[src/rtl/multicycle_controller.sv]
// rtl/multicycle_controller.sv - multi-cycle FETCH/DECODE/EXEC/MEM/WB sequencer for the 16-bit core
module multicycle_controller #(
  parameter int MEM_WAIT_MAX = 8,
  parameter int CNT_W        = 16
) (
  input  logic             clk,
  input  logic             rst_n,
  input  logic [3:0]       opcode,
  input  logic [3:0]       funct,
  input  logic             zero,
  input  logic             mem_ready,
  output logic             mem_req,
  output logic             mem_we,
  output logic             i_or_d,
  output logic             ir_write,
  output logic             pc_write,
  output logic             pc_src,
  output logic             reg_dest,
  output logic             alu_src,
  output logic             ext_op,
  output logic [2:0]       alu_ctr,
  output logic             mem_to_reg,
  output logic             reg_write,
  output logic [2:0]       state,
  output logic             illegal_op,
  output logic             bus_err,
  output logic [CNT_W-1:0] instr_cnt
);

  typedef enum logic [2:0] {
    S_IDLE   = 3'd0,
    S_FETCH  = 3'd1,
    S_DECODE = 3'd2,
    S_EXEC   = 3'd3,
    S_MEM    = 3'd4,
    S_WB     = 3'd5,
    S_HALT   = 3'd7
  } state_t;

  localparam logic [3:0] OP_R    = 4'd0;
  localparam logic [3:0] OP_ANDI = 4'd1;
  localparam logic [3:0] OP_ORI  = 4'd2;
  localparam logic [3:0] OP_BNQ  = 4'd3;
  localparam logic [3:0] OP_LW   = 4'd4;
  localparam logic [3:0] OP_SW   = 4'd5;

  // Timeout fires on the MEM_WAIT_MAX-th consecutive unanswered request cycle.
  localparam logic [7:0] WAIT_LAST = 8'(MEM_WAIT_MAX - 1);

  state_t     cur;
  logic [7:0] wait_cnt;
  logic       mem_phase;
  logic       alu_phase;
  logic       timeout;
  logic       retire;
  logic       unused_funct;

  assign mem_phase    = (cur == S_FETCH) || (cur == S_MEM);
  assign alu_phase    = (cur == S_EXEC) || (cur == S_MEM) || (cur == S_WB);
  assign timeout      = mem_phase && !mem_ready && (wait_cnt == WAIT_LAST);
  assign retire       = ((cur == S_EXEC) && (opcode == OP_BNQ)) ||
                        ((cur == S_MEM) && mem_ready && (opcode == OP_SW)) ||
                        (cur == S_WB);
  assign state        = cur;
  assign unused_funct = funct[3];

  always_ff @(posedge clk or negedge rst_n) begin
    if (!rst_n) begin
      cur        <= S_IDLE;
      wait_cnt   <= 8'd0;
      instr_cnt  <= '0;
      illegal_op <= 1'b0;
      bus_err    <= 1'b0;
    end else begin
      case (cur)
        S_IDLE: cur <= S_FETCH;
        S_FETCH: begin
          if (mem_ready) begin
            cur <= S_DECODE;
          end else if (timeout) begin
            bus_err <= 1'b1;
            cur     <= S_HALT;
          end
        end
        S_DECODE: begin
          if (opcode <= OP_SW) begin
            cur <= S_EXEC;
          end else begin
            illegal_op <= 1'b1;
            cur        <= S_HALT;
          end
        end
        S_EXEC: begin
          case (opcode)
            OP_R, OP_ANDI, OP_ORI: cur <= S_WB;
            OP_LW, OP_SW:          cur <= S_MEM;
            OP_BNQ:                cur <= S_FETCH;
            default: begin
              illegal_op <= 1'b1;
              cur        <= S_HALT;
            end
          endcase
        end
        S_MEM: begin
          if (mem_ready) begin
            cur <= (opcode == OP_SW) ? S_FETCH : S_WB;
          end else if (timeout) begin
            bus_err <= 1'b1;
            cur     <= S_HALT;
          end
        end
        S_WB:    cur <= S_FETCH;
        default: cur <= S_HALT;
      endcase

      if (retire) begin
        instr_cnt <= instr_cnt + CNT_W'(1);
      end

      // Any accepted request, timeout or leaving the memory states restarts the count.
      if (mem_phase && !mem_ready && !timeout) begin
        wait_cnt <= wait_cnt + 8'd1;
      end else begin
        wait_cnt <= 8'd0;
      end
    end
  end

  always_comb begin
    mem_req    = 1'b0;
    mem_we     = 1'b0;
    i_or_d     = 1'b0;
    ir_write   = 1'b0;
    pc_write   = 1'b0;
    pc_src     = 1'b0;
    reg_dest   = 1'b0;
    alu_src    = 1'b0;
    ext_op     = 1'b0;
    alu_ctr    = 3'b000;
    mem_to_reg = 1'b0;
    reg_write  = 1'b0;

    if (alu_phase) begin
      case (opcode)
        OP_R: begin
          alu_ctr = funct[2:0];
        end
        OP_ANDI: begin
          alu_ctr = 3'b000;
          alu_src = 1'b1;
          ext_op  = 1'b1;
        end
        OP_ORI: begin
          alu_ctr = 3'b001;
          alu_src = 1'b1;
        end
        OP_BNQ: begin
          alu_ctr = 3'b011;
          ext_op  = 1'b1;
        end
        OP_LW, OP_SW: begin
          alu_ctr = 3'b010;
          alu_src = 1'b1;
          ext_op  = 1'b1;
        end
        default: ;
      endcase
    end

    case (cur)
      S_FETCH: begin
        mem_req  = 1'b1;
        ir_write = mem_ready;
        pc_write = mem_ready;
      end
      S_EXEC: begin
        if (opcode == OP_BNQ) begin
          pc_write = ~zero;
          pc_src   = 1'b1;
        end
      end
      S_MEM: begin
        mem_req = 1'b1;
        i_or_d  = 1'b1;
        mem_we  = (opcode == OP_SW);
      end
      S_WB: begin
        reg_write  = 1'b1;
        reg_dest   = (opcode == OP_R);
        mem_to_reg = (opcode == OP_LW);
      end
      default: ;
    endcase
  end

endmodule
[config.mk]
export PLATFORM = sky130hd
export DESIGN_NAME = multicycle_controller
export DESIGN_NICKNAME = d
export VERILOG_FILES = /design/src/rtl/multicycle_controller.sv
export SDC_FILE = /design/constraint.sdc
export NUM_CORES = 1
export LEC_CHECK = 0
export CAP_MARGIN = 20
export CORE_AREA = 2 2 73 75
export CTS_CLUSTER_SIZE = 24
export DETAILED_ROUTE_END_ITERATION = 7
export DIE_AREA = 0 0 75 77
export PLACE_DENSITY = 0.7
export RECOVER_POWER = 25
export SLEW_MARGIN = 20
export SYNTH_ARGS = -nofsm -noshare
export SYNTH_HDL_FRONTEND = slang
export SYNTH_SLANG_ARGS = --single-unit
export TNS_END_PERCENT = 20
[constraint.sdc]
create_clock -name clk -period 3.95 [get_ports clk]
set_clock_uncertainty 0.15 [all_clocks]
set_input_delay 0.9875 -clock clk [delete_from_list [all_inputs] [get_ports clk]]
set_output_delay 0.9875 -clock clk [all_outputs]
set_load 0.01 [all_outputs]
==> run metrics <==
Worst-Margin Slew 1.51 ns; synthesized cell area 1670 um2; failing checks max-capacitance violations, max-slew violations; Yosys cell types 39; post-cts sizing count 0; Max Cap Viol 1; initial antenna violation count 0; Layout Nets 236; Iteration-0 DRC Markers 28; final hold violation count 0; hold crit path type register to register; Pre-Repair DR Iteration Count 5; Mean Syn Cell Area 9.89 um2; Primary FF master, synth dfrtp_1; post-CTS setup buffer count 0; top cells by area, synth dfrtp_1 (43%), xor2_1 (9.4%), nand2_1 (3.4%); die area 5780 um2; crit path capture type output pin; P&R area growth vs syn 38.6%; DR vias 1432; Bufs on Longest Clock Path 2; Max Clk Rate 0.260 GHz; Routed Antenna Nets 0; number of buffers added on ports 45; Post-Syn Instances 169; Comb pwr share 43.0%; Num CTS Buffers 5; Vert. Die Dim 77 um; Hold-fix buffers, CTS 0; Worst EP required 2.81 ns; via/cell ratio 4.90; cell taking the most area after synthesis dfrtp_1; Leakage 0.000935 uW; Seq pwr share 37.5%; DP HPWL 2770 um; clk slew on worst S/H paths 0.05 ns; Slew Viols, Final 30; vias in the first global route 1371; min Tclk post-route 3.84 ns; initial core utilization 33.6%; outcome finished with violations; GR Util All Layers 14.5%; CTS sink count 29; proportion of layout cells with a drive suffix above 1 9.01%; Post-DP Area 2230 um2; Placed Instances 285; cell with the most instances after synthesis dfrtp_1; YS warnings 0; cell-internal power 773 uW; Worst slew margin -0.971%; drt wl/cell 13.3 um; Startpoint Class input port; final wirelength 3880 um; Antenna diodes 0; Seq/Total Area, Yosys 43.4%; Worst Path Max Fanout 8; number of synthesized flops with an enable pin 0; Final Non-Filler Cells 292; final instance area 2320 um2; WP data arrival 2.71 ns; Die X 75 um; Synth top cells by count dfrtp_1 (29), xor2_1 (18), nand2_1 (15), nor2_1 (14), a21oi_1 (9); Power Density 540 nW/um2; largest net degree at the start of global routing 30; GP Congestion 0.785; Sw Pwr 478 uW; first-pass GRT wire length 6490 um; Final setup viols 0; post-synth top area share 43.4%; FF+latch count, synth 29; clock group share of total power 19.5%; fill cell count 468; core area 4980 um2; DRC errors left 0; H-tree depth 2; RSZ-0062 raised after global routing false; post-synthesis async set-or-reset flop share 100%; CTS tree done; kind of critical path input port to output pin; Sw Share 38.2%; syn_nets 183; period utilisation layout 97.3%; worst vdd ir 229 uV; Root Driver clkbuf_8; clk_lat worst skew 0.28 ns; Ports 47; # rows 26; TNS Setup 0 ns; Overflow after GRT 0
-- kinds of logic (layout without fill, tap and decap cells) --
logic type	count (synthesis)	count (layout)	synth area share, %
AO/OA/AOI/OAI	30	30	14.5
buffers and inverters	12	65	2.99
adder cells (fa/ha/maj)	2	2	1.50
flip-flops	29	29	43.4
multiplexers	1	1	0.674
XOR/XNOR	23	23	12.1
AND/OR/NAND/NOR	72	72	24.9
-- registers in the layout, summed over array words and instances, names as in the netlist --
name	count
bus_err	1
instr_cnt	16
state	3
illegal_op	1
wait_cnt	8
-- routing by layer --
layer  vias to the layer above  GRT usage, %  part of all wire (%)
li1                        712             -                     -
met1                       671          20.4                    49
met2                        43          21.5                    45
met3                         6          4.07                   5.0
met4                         0          4.29                   1.3
met5                         -             0                     0
-- critical path, cell delays in order --
cell and delay [ns]:
clkdlybuf4s50_1 0.53, nor2_1 0.16, o21ai_0 0.13, nor4b_1 0.31, clkdlybuf4s50_1 0.59
-- power by group through the flow --
stage | Sequential (uW) | Combinational, uW | Clock [uW]
after floorplan | 458 | 291 | 0
final | 469 | 538 | 244
after global placement | 473 | 528 | 0
after detailed placement | 475 | 540 | 0
after global routing | 485 | 592 | 265
after CTS | 471 | 543 | 250
-- through the flow --
| step | hold slack (ns) | setup WS, ns | total power, uW | util, % |
|---|---|---|---|---|
| floorplan | 0.298 | 0.941 | 749 | - |
| global placement | 0.305 | 0.0814 | 1000 | 44.8 |
| detailed placement | 0.307 | 0.0983 | 1020 | 44.8 |
| CTS | 0.320 | 0.0830 | 1260 | 46.6 |
| global route | 0.329 | 0.00845 | 1340 | 46.6 |
| finish | 0.317 | 0.107 | 1250 | 46.6 |
-- cell usage in the layout, fill, tap and decap left out, drive strengths merged, types with 2 or more instances in the layout --
cell           instances
nand2                 15
nor2                  14
nor3                   4
ha                     2
clkdlybuf4s50         43
xor2                  18
inv                    7
and2                   4
buf                    5
clkbuf                 8
a211oi                 7
a21oi                  9
a2111oi                4
nand2b                 5
and4                   2
nand3                  6
and2b                  2
nand4                  5
xnor2                  5
and4bb                 2
and3                   4
a32oi                  2
nor4b                  2
dfrtp                 29
o21ai                  3
-- cell type report --
class | instances | area [um2] | area share [%]
Timing Repair Buffer | 51 | 494 | 21.3
Tap cell | 70 | 87.6 | 3.78
Sequential cell | 29 | 726 | 31.3
Inverter | 7 | 26.3 | 1.13
Multi-Input combinational cell | 128 | 897 | 38.7
Clock buffer | 7 | 86.3 | 3.73
-- final timing paths --
path	from	to	slack [ns]	cells past startpoint
max in group asynchronous	rst_n	instr_cnt[9]	1.31	2
min in group asynchronous	rst_n	wait_cnt[1]	1.46	2
hold reg to reg	instr_cnt[15]	instr_cnt[15]	0.32	1
setup reg to reg	state[1]	instr_cnt[4]	1.89	4
hold / removal	instr_cnt[15]	instr_cnt[15]	0.32	1
setup / recovery	opcode[3]	alu_ctr[2]	0.11	5
Note: power is estimated with default switching activity, not from simulation.
